===== src/rtl/conv_1d_seq.sv =====
// conv_1d_seq: line sequencer + K-tap MAC for 1-D convolution of signed bytes.
// One line of D samples in, D filtered samples out, with reflect padding at
// both line edges, taken from a K-deep sample window (no line buffer).
// Optional build macro CONV1D_SAT_EN: saturate the output to [-128,127]
// instead of keeping the low byte of the accumulator.
module conv_1d_seq #(
  parameter int D = 640,
  parameter int K = 3
) (
  input  logic                 clk,
  input  logic                 rst,
  input  logic                 kern_we,
  input  logic [$clog2(K)-1:0] kern_addr,
  input  logic [7:0]           kern_data,
  input  logic                 start,
  output logic                 busy,
  output logic                 done,
  input  logic                 in_valid,
  output logic                 in_ready,
  input  logic [7:0]           in_data,
  output logic                 out_valid,
  input  logic                 out_ready,
  output logic [7:0]           out_data
);

  localparam int H  = K / 2;
  localparam int AW = 16 + $clog2(K) + 1;
  localparam int CW = $clog2(D + 1);

  typedef enum logic [1:0] {IDLE, FILL, RUN, DRAIN} state_t;

  state_t             state;
  logic signed [7:0]  kern [K];
  logic signed [7:0]  win  [K];
  logic [CW-1:0]      in_cnt;
  logic [CW-1:0]      out_cnt;

  logic               out_free;
  logic               in_fire;
  logic               out_fire;
  logic               load;
  logic signed [7:0]  src  [K+1];
  logic signed [7:0]  tap  [K];
  logic signed [15:0] prod [K];
  logic signed [AW-1:0] acc;
  logic [7:0]         result;
  int                 ref_idx;

  assign out_free = !out_valid || out_ready;
  assign in_ready = ((state == FILL) || (state == RUN)) && out_free;
  assign in_fire  = in_valid && in_ready;
  assign out_fire = out_valid && out_ready;

  // A new output is produced for every sample accepted in RUN, and once per
  // free output slot in DRAIN until all D outputs have been loaded.
  assign load = ((state == RUN) && in_fire) ||
                ((state == DRAIN) && out_free && (out_cnt != CW'(D)));

  // Kernel coefficients are writable only while idle.
  always_ff @(posedge clk or posedge rst) begin
    if (rst) begin
      for (int j = 0; j < K; j++) kern[j] <= '0;
    end else if (kern_we && (state == IDLE) && (int'(kern_addr) < K)) begin
      kern[kern_addr] <= kern_data;
    end
  end

  // Window of the last K accepted samples; win[0] is the newest.
  always_ff @(posedge clk or posedge rst) begin
    if (rst) begin
      for (int a = 0; a < K; a++) win[a] <= '0;
    end else if (in_fire) begin
      win[0] <= in_data;
      for (int a = 1; a < K; a++) win[a] <= win[a-1];
    end
  end

  // Sample sources by age: src[0] is the sample being accepted this cycle.
  always_comb begin
    src[0] = in_data;
    for (int a = 0; a < K; a++) src[a+1] = win[a];
  end

  // Age reference: in RUN the incoming sample has index in_cnt; in DRAIN
  // win[0] holds sample D-1, which is src[1], so the reference is D.
  always_comb begin
    ref_idx = (state == DRAIN) ? D : int'(in_cnt);
  end

  // Per tap: reflect the position into the line, convert the sample index to
  // an age in the window, and multiply with the tap coefficient.
  generate
    for (genvar gi = 0; gi < K; gi++) begin : g_tap
      int p;
      int q;
      int idx;
      always_comb begin
        p = int'(out_cnt) - H + gi;
        if (p < 0)
          q = -p;
        else if (p > D - 1)
          q = 2 * (D - 1) - p;
        else
          q = p;
        idx = ref_idx - q;
        tap[gi] = '0;
        for (int a = 0; a <= K; a++) begin
          if (idx == a) tap[gi] = src[a];
        end
        prod[gi] = tap[gi] * kern[gi];
      end
    end
  endgenerate

  // Full-width sum of the tap products, then reduce to a byte.
  always_comb begin
    acc = '0;
    for (int j = 0; j < K; j++) begin
      acc = acc + {{(AW-16){prod[j][15]}}, prod[j]};
    end
`ifdef CONV1D_SAT_EN
    if (!acc[AW-1] && (|acc[AW-2:7]))
      result = 8'h7f;
    else if (acc[AW-1] && !(&acc[AW-2:7]))
      result = 8'h80;
    else
      result = acc[7:0];
`else
    result = acc[7:0];
`endif
  end

  // Line sequencer: state, counters, status flags and the output register.
  always_ff @(posedge clk or posedge rst) begin
    if (rst) begin
      state     <= IDLE;
      busy      <= 1'b0;
      done      <= 1'b0;
      out_valid <= 1'b0;
      out_data  <= '0;
      in_cnt    <= '0;
      out_cnt   <= '0;
    end else begin
      done <= 1'b0;
      if (out_fire) out_valid <= 1'b0;
      if (load) begin
        out_valid <= 1'b1;
        out_data  <= result;
        out_cnt   <= out_cnt + 1'b1;
      end
      case (state)
        IDLE: begin
          if (start) begin
            state   <= FILL;
            busy    <= 1'b1;
            in_cnt  <= '0;
            out_cnt <= '0;
          end
        end
        FILL: begin
          if (in_fire) begin
            in_cnt <= in_cnt + 1'b1;
            if (in_cnt == CW'(H - 1)) state <= RUN;
          end
        end
        RUN: begin
          if (in_fire) begin
            in_cnt <= in_cnt + 1'b1;
            if (in_cnt == CW'(D - 1)) state <= DRAIN;
          end
        end
        DRAIN: begin
          if (out_fire && (out_cnt == CW'(D))) begin
            state <= IDLE;
            busy  <= 1'b0;
            done  <= 1'b1;
          end
        end
        default: state <= IDLE;
      endcase
    end
  end

endmodule


===== config.mk =====
export PLATFORM = sky130hd
export DESIGN_NAME = conv_1d_seq
export DESIGN_NICKNAME = d
export VERILOG_FILES = /design/src/rtl/conv_1d_seq.sv
export SDC_FILE = /design/constraint.sdc
export NUM_CORES = 1
export LEC_CHECK = 0
export ABC_CLOCK_PERIOD_IN_PS = 28300
export BUFFER_PORTS_ARGS = -buffer_cell sky130_fd_sc_hd__buf_4
export CORE_ASPECT_RATIO = 1.5
export CORE_MARGIN = 1.5
export CORE_UTILIZATION = 65
export DETAILED_ROUTE_END_ITERATION = 8
export GPL_TIMING_DRIVEN = 0
export MAX_ROUTING_LAYER = met4
export PLACE_DENSITY = 0.85
export SYNTH_ARGS = -nofsm -noshare
export SYNTH_HDL_FRONTEND = slang
export SYNTH_SLANG_ARGS = --single-unit

===== constraint.sdc =====
create_clock -name clk -period 28.3 [get_ports clk]
set_input_delay 2.83 -clock clk [delete_from_list [all_inputs] [get_ports clk]]
set_output_delay 2.83 -clock clk [all_outputs]
set_load 0.05 [all_outputs]

==> impl_table.tex, run 1 <==
\begin{tabular}{lr}
\hline
Metric & Value \\
\hline
\multicolumn{2}{l}{\textbf{Status}} \\
\quad Outcome & finished, final reports clean \\
\multicolumn{2}{l}{\textbf{Global route}} \\
\quad Total global-route track usage & 0.359 \\
\quad Initial antenna violation count & 0 \\
\quad Leftover overflow at the end of global routing & 0 \\
\quad Maximum number of pins on one net before global-route repair & 58 \\
\quad Via count of the first global-routing pass & a little under 10000 \\
\quad First-pass GRT wire length & 46.8 mm \\
\multicolumn{2}{l}{\textbf{Floorplanning}} \\
\quad Starting Density & 0.660 \\
\quad Total core area & 16100 µm² \\
\quad Die Span X & 107 µm \\
\quad Die area & approximately 17000 µm² \\
\quad Vertical extent of the die & roughly 160 µm \\
\quad Cell Rows & 57 \\
\quad I/O Pins & 36 \\
\multicolumn{2}{l}{\textbf{Logic synthesis}} \\
\quad Cell count after synthesis & 1226 \\
\quad Number of enable flip-flop cells after synthesis & 0 \\
\quad Warnings, synthesis & 0 \\
\quad Post-Synthesis Mean Instance Area & between 8 and 9 µm² \\
\quad Sequential-to-total area share from yosys stat & 0.191 \\
\quad Distinct cell type count of the synthesized netlist & 75 \\
\quad Count of state elements after synthesis & approximately 80 \\
\quad Area of the mapped netlist & 10600 µm² \\
\quad Fraction of registers with async set/reset & 1.00 \\
\quad Dominant register cell in the synthesized netlist & sky130\_fd\_sc\_hd\_\_dfrtp\_1 \\
\quad Net count after synthesis & around 1400 \\
\multicolumn{2}{l}{\textbf{Finish}} \\
\quad Area used by multi-input combinational logic & around 7900 µm² \\
\quad Nets & between 1000 and 1500 \\
\quad Fraction of layout cells with a size suffix above 1 & 0.123 \\
\quad Register Area & 2030 µm² \\
\quad Area growth from synthesis to final layout & 8.28\% \\
\quad Layout filler cell count & about 1300 \\
\quad Antenna diode count & 0 \\
\multicolumn{2}{l}{\textbf{Clocking}} \\
\quad Insertion delay to the later sink of the worst-skew pair & about 0.35 ns \\
\quad Number of buffers on the longest clock path & 2 \\
\quad Setup bufs post-CTS & 0 \\
\quad Deepest level of the CTS H-tree & 3 \\
\quad \# clock sinks & 81 \\
\quad TritonCTS clock tree & yes \\
\quad Post-CTS clock slew at the launch and capture registers of the worst setup and hold paths & $\sim$0.08 ns \\
\quad Post-CTS resize count & 0 \\
\quad Cell at the root of the clock tree & sky130\_fd\_sc\_hd\_\_clkbuf\_16 \\
\quad Number of buffers created by CTS & 9 \\
\quad Hold buffer count at CTS & 0 \\
\multicolumn{2}{l}{\textbf{STA}} \\
\quad Worst Clk Skew & approximately 0.014 ns \\
\quad Slew @ Worst Pin & approximately 1.3 ns \\
\quad Final critical-path share of the clock period & 0.505 \\
\quad Sum of negative setup slack & 0 ns \\
\quad Final Setup Violations & 0 \\
\quad Count of endpoints failing hold in the final timing report & 0 \\
\quad Number of max-slew violations in the final report & 0 \\
\quad Worst slew slack as a fraction of its limit & 0.102 \\
\quad Unrepaired setup endpoints after global routing & no \\
\quad Time the worst path needs with I/O delays and setup & 14.29 ns \\
\quad Maximum operating frequency & roughly 70 MHz \\
\multicolumn{2}{l}{\textbf{Worst setup path}} \\
\quad Critical Path Start Type & register \\
\quad Cell with the largest stage delay on the worst path & sky130\_fd\_sc\_hd\_\_xor2\_1 \\
\quad Largest driver fanout on the critical path & 10 \\
\quad Type of destination of the critical path & register \\
\quad Critical Path Most Common Cell & sky130\_fd\_sc\_hd\_\_fa\_1 \\
\quad Worst endpoint data arrival time & roughly 15 ns \\
\quad CP Data Required Time & around 29 ns \\
\quad Worst Setup SP & out\_cnt[0] \\
\quad Maximum cell stage delay along the critical path & about 0.60 ns \\
\quad R2R setup slack & roughly 14 ns \\
\quad Critical R2R Launch & out\_cnt[0] \\
\quad Startpoint-to-endpoint class of the critical path & register to register \\
\multicolumn{2}{l}{\textbf{Placed design}} \\
\quad Count of buffers from port buffering & 35 \\
\quad Final weighted congestion in routability-driven placement & $\sim$1 \\
\quad HPWL reported at the end of detailed placement & $\sim$23 mm \\
\multicolumn{2}{l}{\textbf{Drt}} \\
\quad Initial drt markers & roughly 650 \\
\quad Detailed Route WL & approximately 29 mm \\
\quad Routed wire length per instance & around 19 µm \\
\quad DR vias & roughly 9300 \\
\quad Number of detailed-route iterations in the first pass & 5 \\
\quad Via count normalized by instance count & roughly 6.3 \\
\quad Detail Route Antenna Nets & 0 \\
\quad Remaining design rule violation count & 0 \\
\multicolumn{2}{l}{\textbf{Min path}} \\
\quad Path category of the worst min-delay check & register to register \\
\quad Hold Path Origin & out\_data[3] \\
\multicolumn{2}{l}{\textbf{Job}} \\
\quad \# Max-Cap Violations & 0 \\
\hline
\end{tabular}
[cells in the final DEF, fill, tap and decap left out, types with 47 or more instances in the layout]
cell,count
sky130_fd_sc_hd__nand3_1,47
sky130_fd_sc_hd__dfrtp_1,81
sky130_fd_sc_hd__inv_1,116
sky130_fd_sc_hd__xnor2_1,82
sky130_fd_sc_hd__fa_1,54
sky130_fd_sc_hd__nor2_1,97
sky130_fd_sc_hd__nand2_1,131
sky130_fd_sc_hd__ha_1,105
sky130_fd_sc_hd__o21ai_0,50
sky130_fd_sc_hd__mux2_2,50
[worst max-delay path: cells and delay by family (launching register included)]
| kind | cells | cell delay, ns |
|---|---|---|
| fa+ha+maj | 11 | 4.89 |
| compound gates | 13 | 2.54 |
| simple gates | 9 | 2.42 |
| buf+inv | 12 | 2.40 |
| xor+xnor | 6 | 1.54 |
| flops | 1 | 0.41 |
[per-layer routing]
layer / global-route usage / routed length [µm] / part of all wire
met2: 0.644 / 15400 / 0.54
met5: - / 0 / 0
met1: 0.352 / 9880 / 0.34
met4: 0.245 / 2300 / 0.080
met3: 0.0433 / 1170 / 0.041
[registers in the layout (all words and copies together) (netlist names)]
register   count
out_data       8
out_valid      1
done           1
in_cnt        10
out_cnt       10
src           24
busy           1
kern          24
state          2
[synth_stat cells (3+ instances only)]
master                      number  area, µm²
sky130_fd_sc_hd__and2_1         16        100
sky130_fd_sc_hd__and4_1          3       26.3
sky130_fd_sc_hd__o41ai_1         3       26.3
sky130_fd_sc_hd__mux2i_1         8       80.1
sky130_fd_sc_hd__a21boi_0        3       22.5
sky130_fd_sc_hd__nor4_1          7       43.8
sky130_fd_sc_hd__fa_1           54       1080
sky130_fd_sc_hd__a21o_1          9       67.6
sky130_fd_sc_hd__nand2b_1       12       75.1
sky130_fd_sc_hd__o211ai_1        6       45.0
sky130_fd_sc_hd__nor2_1         97        364
sky130_fd_sc_hd__nand3_1        47        235
sky130_fd_sc_hd__nor3_1         23        115
sky130_fd_sc_hd__mux4_2         24        541
sky130_fd_sc_hd__buf_1           4       15.0
sky130_fd_sc_hd__inv_1         117        439
sky130_fd_sc_hd__a41oi_1         4       35.0
sky130_fd_sc_hd__or4_1           6       45.0
sky130_fd_sc_hd__xor2_1         32        280
sky130_fd_sc_hd__a31oi_1        10       62.6
sky130_fd_sc_hd__nand4b_1        7       61.3
sky130_fd_sc_hd__nand2_2         3       18.8
sky130_fd_sc_hd__buf_2           8       40.0
sky130_fd_sc_hd__buf_6           4       45.0
sky130_fd_sc_hd__ha_1          105       1310
sky130_fd_sc_hd__nand4_1         4       25.0
sky130_fd_sc_hd__nor2b_1        16        100
sky130_fd_sc_hd__o21ai_0        50        250
sky130_fd_sc_hd__mux2_2         50        563
sky130_fd_sc_hd__or3_1           8       50.1
sky130_fd_sc_hd__o2111ai_1       3       26.3
sky130_fd_sc_hd__o22ai_1         6       37.5
sky130_fd_sc_hd__a211oi_1        5       37.5
sky130_fd_sc_hd__o21bai_1        4       30.0
sky130_fd_sc_hd__and3_1         26        163
sky130_fd_sc_hd__dfrtp_1        81       2030
sky130_fd_sc_hd__or2_2           7       43.8
sky130_fd_sc_hd__o21a_1          4       30.0
sky130_fd_sc_hd__a21oi_1        40        200
sky130_fd_sc_hd__o31ai_1        19        143
sky130_fd_sc_hd__clkbuf_1       35        131
sky130_fd_sc_hd__nand2_1       131        492
sky130_fd_sc_hd__xnor2_1        82        718
[through the flow]
step	util	setup slack, ns	cells	hold slack, ns	instance area, µm²
finish	0.715	14.01	1484	0.475	11500
global route	0.715	13.03	1484	0.496	11500
CTS	0.715	14.14	1484	0.479	11500
detailed placement	0.694	14.20	1468	0.466	11200
global placement	0.692	14.31	1467	0.456	11200
floorplan	-	16.40	1226	0.481	10600
[cell families after synthesis]
| logic type | share of synthesized area |
|---|---|
| simple gates | 0.194 |
| compound gates | 0.119 |
| buf+inv | 0.0648 |
| fa+ha+maj | 0.225 |
| xor+xnor | 0.0954 |
| mux | 0.111 |
| flops | 0.191 |
[worst paths after layout]
check,to,cells after the start
setup / recovery,out_data[7],51
setup reg to reg,out_data[7],51
max in group asynchronous,out_data[6],3
hold reg to reg,out_data[3],2
hold / removal,out_data[3],2
min in group asynchronous,src[19],2
[layout make-up]
type	count	share of cell area
Buffer	53	0.0214
Clock buffer	9	0.0196
Clock inverter	7	0.00912
Inverter	118	0.0387
Multi-Input combinational cell	974	0.688
Sequential cell	81	0.176
Tap cell	206	0.0224
Timing Repair Buffer	36	0.0252
Power of run 1 is left out: the tool's default activity adds up to more than one toggle a clock period on the data nets, which glitch-free logic cannot reach.
==> run 2: changes to the inputs <==
==> config.mk (replaced) <==
export PLATFORM = sky130hd
export DESIGN_NAME = conv_1d_seq
export DESIGN_NICKNAME = d
export VERILOG_FILES = /design/src/rtl/conv_1d_seq.sv
export SDC_FILE = /design/constraint.sdc
export NUM_CORES = 1
export LEC_CHECK = 0
export ABC_CLOCK_PERIOD_IN_PS = 12100
export BUFFER_PORTS_ARGS = -buffer_cell sky130_fd_sc_hd__buf_4
export CORE_ASPECT_RATIO = 1.5
export CORE_MARGIN = 1.5
export CORE_UTILIZATION = 59
export DETAILED_ROUTE_END_ITERATION = 8
export GPL_TIMING_DRIVEN = 0
export MAX_ROUTING_LAYER = met4
export PLACE_DENSITY = 0.81
export SYNTH_ARGS = -nofsm -noshare
export SYNTH_HDL_FRONTEND = slang
export SYNTH_SLANG_ARGS = --single-unit
==> constraint.sdc (replaced) <==
create_clock -name clk -period 12.1 [get_ports clk]
set_input_delay 1.21 -clock clk [delete_from_list [all_inputs] [get_ports clk]]
set_output_delay 1.21 -clock clk [all_outputs]
set_load 0.05 [all_outputs]
==> run 2 against run 1 <==
  * Worst setup slack worse by 14 ns
  * Critical path depth decreased by 1
  * Sequential cell count unchanged
  * Critical path type unchanged
==> impl_table.tex, run 2 (same netlist as run 1, synthesis figures left out) <==
\begin{tabular}{lr}
\hline
Metric & Value \\
\hline
\multicolumn{2}{l}{\textbf{STA}} \\
\quad Number of max-slew violations in the final report & 0 (unchanged) \\
\quad Maximum operating frequency & 85.2 MHz (+22\%) \\
\quad Sum of negative setup slack & 0 ns (unchanged) \\
\quad Worst slew slack as a fraction of its limit & 0.229 (+0.128) \\
\quad Worst Slack Setup Final & 0.365 ns (-13.65 ns) \\
\quad Count of endpoints failing hold in the final timing report & 0 (unchanged) \\
\quad Worst Clk Skew & 0.0130 ns (-0.000850 ns) \\
\quad Final critical-path share of the clock period & 0.970 (+0.465) \\
\quad Final Setup Violations & 0 (unchanged) \\
\quad Slew @ Worst Pin & 1.15 ns (-0.190 ns) \\
\quad Time the worst path needs with I/O delays and setup & 11.74 ns (-2.55 ns) \\
\multicolumn{2}{l}{\textbf{Finish}} \\
\quad Final Core Density & 0.687 (-0.0277) \\
\quad Fraction of layout cells with a size suffix above 1 & 0.196 (+0.0730) \\
\quad Layout filler cell count & 1386 (+7.0\%) \\
\quad Most frequent cells in the layout & sky130\_fd\_sc\_hd\_\_nand2\_1 (131), sky130\_fd\_sc\_hd\_\_inv\_1 (112), sky130\_fd\_sc\_hd\_\_ha\_1 (97) \\
\quad Register Area & 2030 µm² (about the same) \\
\quad Nets & 1485 (+2.0\%) \\
\quad Area growth from synthesis to final layout & 14.9\% \\
\quad Final std cells w/o fill & 1524 (+2.7\%) \\
\quad Antenna diode count & 0 (unchanged) \\
\quad Area used by multi-input combinational logic & 8280 µm² (+4.5\%) \\
\quad Most common library cell in the layout ignoring fill and taps & sky130\_fd\_sc\_hd\_\_nand2\_1 \\
\multicolumn{2}{l}{\textbf{Min path}} \\
\quad Hold Path Origin & out\_data[1] \\
\quad Cell count of the worst hold path & 2 (unchanged) \\
\quad Path category of the worst min-delay check & register to register \\
\quad End of the worst hold path & out\_data[1] \\
\multicolumn{2}{l}{\textbf{Floorplanning}} \\
\quad Die area & 18900 µm² (+9.9\%) \\
\quad I/O Pins & 36 (unchanged) \\
\quad Vertical extent of the die & 167 µm (+4.9\%) \\
\quad Total core area & 17800 µm² (+10\%) \\
\quad Starting Density & 0.598 (-0.0621) \\
\quad Cell Rows & 60 (+5.3\%) \\
\quad Die Span X & 113 µm (+4.8\%) \\
\multicolumn{2}{l}{\textbf{Placed design}} \\
\quad Count of buffers from port buffering & 35 (unchanged) \\
\quad Total placed cells including tap cells & 1479 (+0.75\%) \\
\quad HPWL reported at the end of detailed placement & 22.3 mm (-3.3\%) \\
\quad Final weighted congestion in routability-driven placement & 0.976 (-2.7\%) \\
\quad Worst Setup Slack post-DPL & -1.87 ns (-16.07 ns) \\
\multicolumn{2}{l}{\textbf{Drt}} \\
\quad Remaining design rule violation count & 0 (unchanged) \\
\quad Routed wire length per instance & 18.6 µm (-3.6\%) \\
\quad Initial drt markers & 550 (-15\%) \\
\quad DR vias & 9306 (+0.086\%) \\
\quad Via count normalized by instance count & 6.11 (-2.5\%) \\
\quad Detail Route Antenna Nets & 0 (unchanged) \\
\quad Detailed Route WL & 28.4 mm (-1.0\%) \\
\quad Number of detailed-route iterations in the first pass & 7 (+2) \\
\multicolumn{2}{l}{\textbf{Worst setup path}} \\
\quad Startpoint-to-endpoint class of the critical path & register to register \\
\quad Combined buffer and inverter count along the critical path & 12 (unchanged) \\
\quad CP Data Required Time & 12.36 ns (-16.20 ns) \\
\quad Critical Path Start Type & register \\
\quad End of the worst register-to-register path & out\_data[7] \\
\quad Critical Path Most Common Cell & sky130\_fd\_sc\_hd\_\_xnor2\_1 \\
\quad R2R depth & 50 (-2.0\%) \\
\quad Critical R2R Launch & out\_cnt[0] \\
\quad Cell with the largest stage delay on the worst path & sky130\_fd\_sc\_hd\_\_fa\_1 \\
\quad Type of destination of the critical path & register \\
\quad Maximum cell stage delay along the critical path & 0.58 ns (-0.02 ns) \\
\quad Largest driver fanout on the critical path & 10 (unchanged) \\
\quad Worst endpoint data arrival time & 12.00 ns (-2.54 ns) \\
\quad R2R setup slack & 0.36 ns (-13.65 ns) \\
\quad Number of stages on the worst setup path & 50 (-2.0\%) \\
\quad Gate family responsible for the most delay along the worst path & adder cells \\
\multicolumn{2}{l}{\textbf{Global route}} \\
\quad Initial antenna violation count & 0 (unchanged) \\
\quad Maximum number of pins on one net before global-route repair & 62 (+6.9\%) \\
\quad Total global-route track usage & 0.312 (-0.0469) \\
\quad Leftover overflow at the end of global routing & 0 (unchanged) \\
\quad Met2 Use GR & 0.563 (-0.0816) \\
\quad Routing usage on met3 & 0.0300 (-0.0132) \\
\quad Via count of the first global-routing pass & 9113 (-5.2\%) \\
\quad Met1 demand-to-capacity share in global routing & 0.330 (-0.0220) \\
\quad Top Usage Layer GRT & met2 \\
\quad First-pass GRT wire length & 45.3 mm (-3.1\%) \\
\multicolumn{2}{l}{\textbf{Clocking}} \\
\quad Post-CTS clock slew at the launch and capture registers of the worst setup and hold paths & 0.07 ns (about the same) \\
\quad Hold buffer count at CTS & 0 (unchanged) \\
\quad TritonCTS clock tree & yes \\
\quad Insertion delay to the later sink of the worst-skew pair & 0.35 ns (about the same) \\
\quad Deepest level of the CTS H-tree & 3 (unchanged) \\
\quad Number of buffers on the longest clock path & 2 (unchanged) \\
\quad Cell at the root of the clock tree & sky130\_fd\_sc\_hd\_\_clkbuf\_16 \\
\quad Number of buffers created by CTS & 9 (unchanged) \\
\quad \# clock sinks & 81 (unchanged) \\
\multicolumn{2}{l}{\textbf{Status}} \\
\quad Outcome & finished, final reports clean \\
\multicolumn{2}{l}{\textbf{Job}} \\
\quad \# Max-Cap Violations & 0 (unchanged) \\
\hline
\end{tabular}
run 2: changes by cell type in the layout (fill, tap and decap cells not counted), sizes merged:
cell	change
buf	+34
bufinv	-1
clkbuf	-4
clkinv	+1
inv	-1
run 2: timing repair:
item,in CTS,in global routing
gates resized for setup,53,62
setup endpoints to repair,5,1
setup buffers,13,20
gates cloned,0,1
pin swaps,19,49
run 2: cell type report:
type / instances / area share
repair buffers: 70 / 0.0471
inverters: 118 / 0.0373
flip-flops and latches: 81 / 0.166
clock buffers: 10 / 0.0196
well taps: 217 / 0.0222
plain buffers: 48 / 0.0243
clock inverters: 6 / 0.00614
multi-input cells: 974 / 0.678
run 2: worst max-delay path by stage:
stage / end / start / slack, ns
5_1_grt: out_data[7] / out_cnt[0] / -0.03
6_report: out_data[7] / out_cnt[0] / 0.36
2_1_floorplan: out_data[7] / out_cnt[0] / 0.20
3_5_place_dp: out_data[7] / out_cnt[0] / -1.87
3_3_place_gp: out_data[7] / out_cnt[0] / -1.82
4_1_cts: out_data[7] / out_cnt[0] / 0.02
run 2: metrics by stage:
stage / area [µm²] / hold WS [ns]
floorplan: 10600 / 0.481
global placement: 11200 / 0.458
detailed placement: 11200 / 0.462
CTS: 11800 / 0.476
global route: 12200 / 0.494
finish: 12200 / 0.469
run 2: routing by layer:
metal  share of wire  vias to the layer above
li1                -                     4417
met1            0.37                     4558
met5               0                        -
met2            0.54                      257
met4           0.059                        0
met3           0.035                       74
run 2: tightest hold or removal path: stages (launching register included):
cell and delay (ns):
sky130_fd_sc_hd__dfrtp_1 0.34, sky130_fd_sc_hd__nand2_1 0.05, sky130_fd_sc_hd__nand2_1 0.05
Power of run 2 is left out for the same reason.
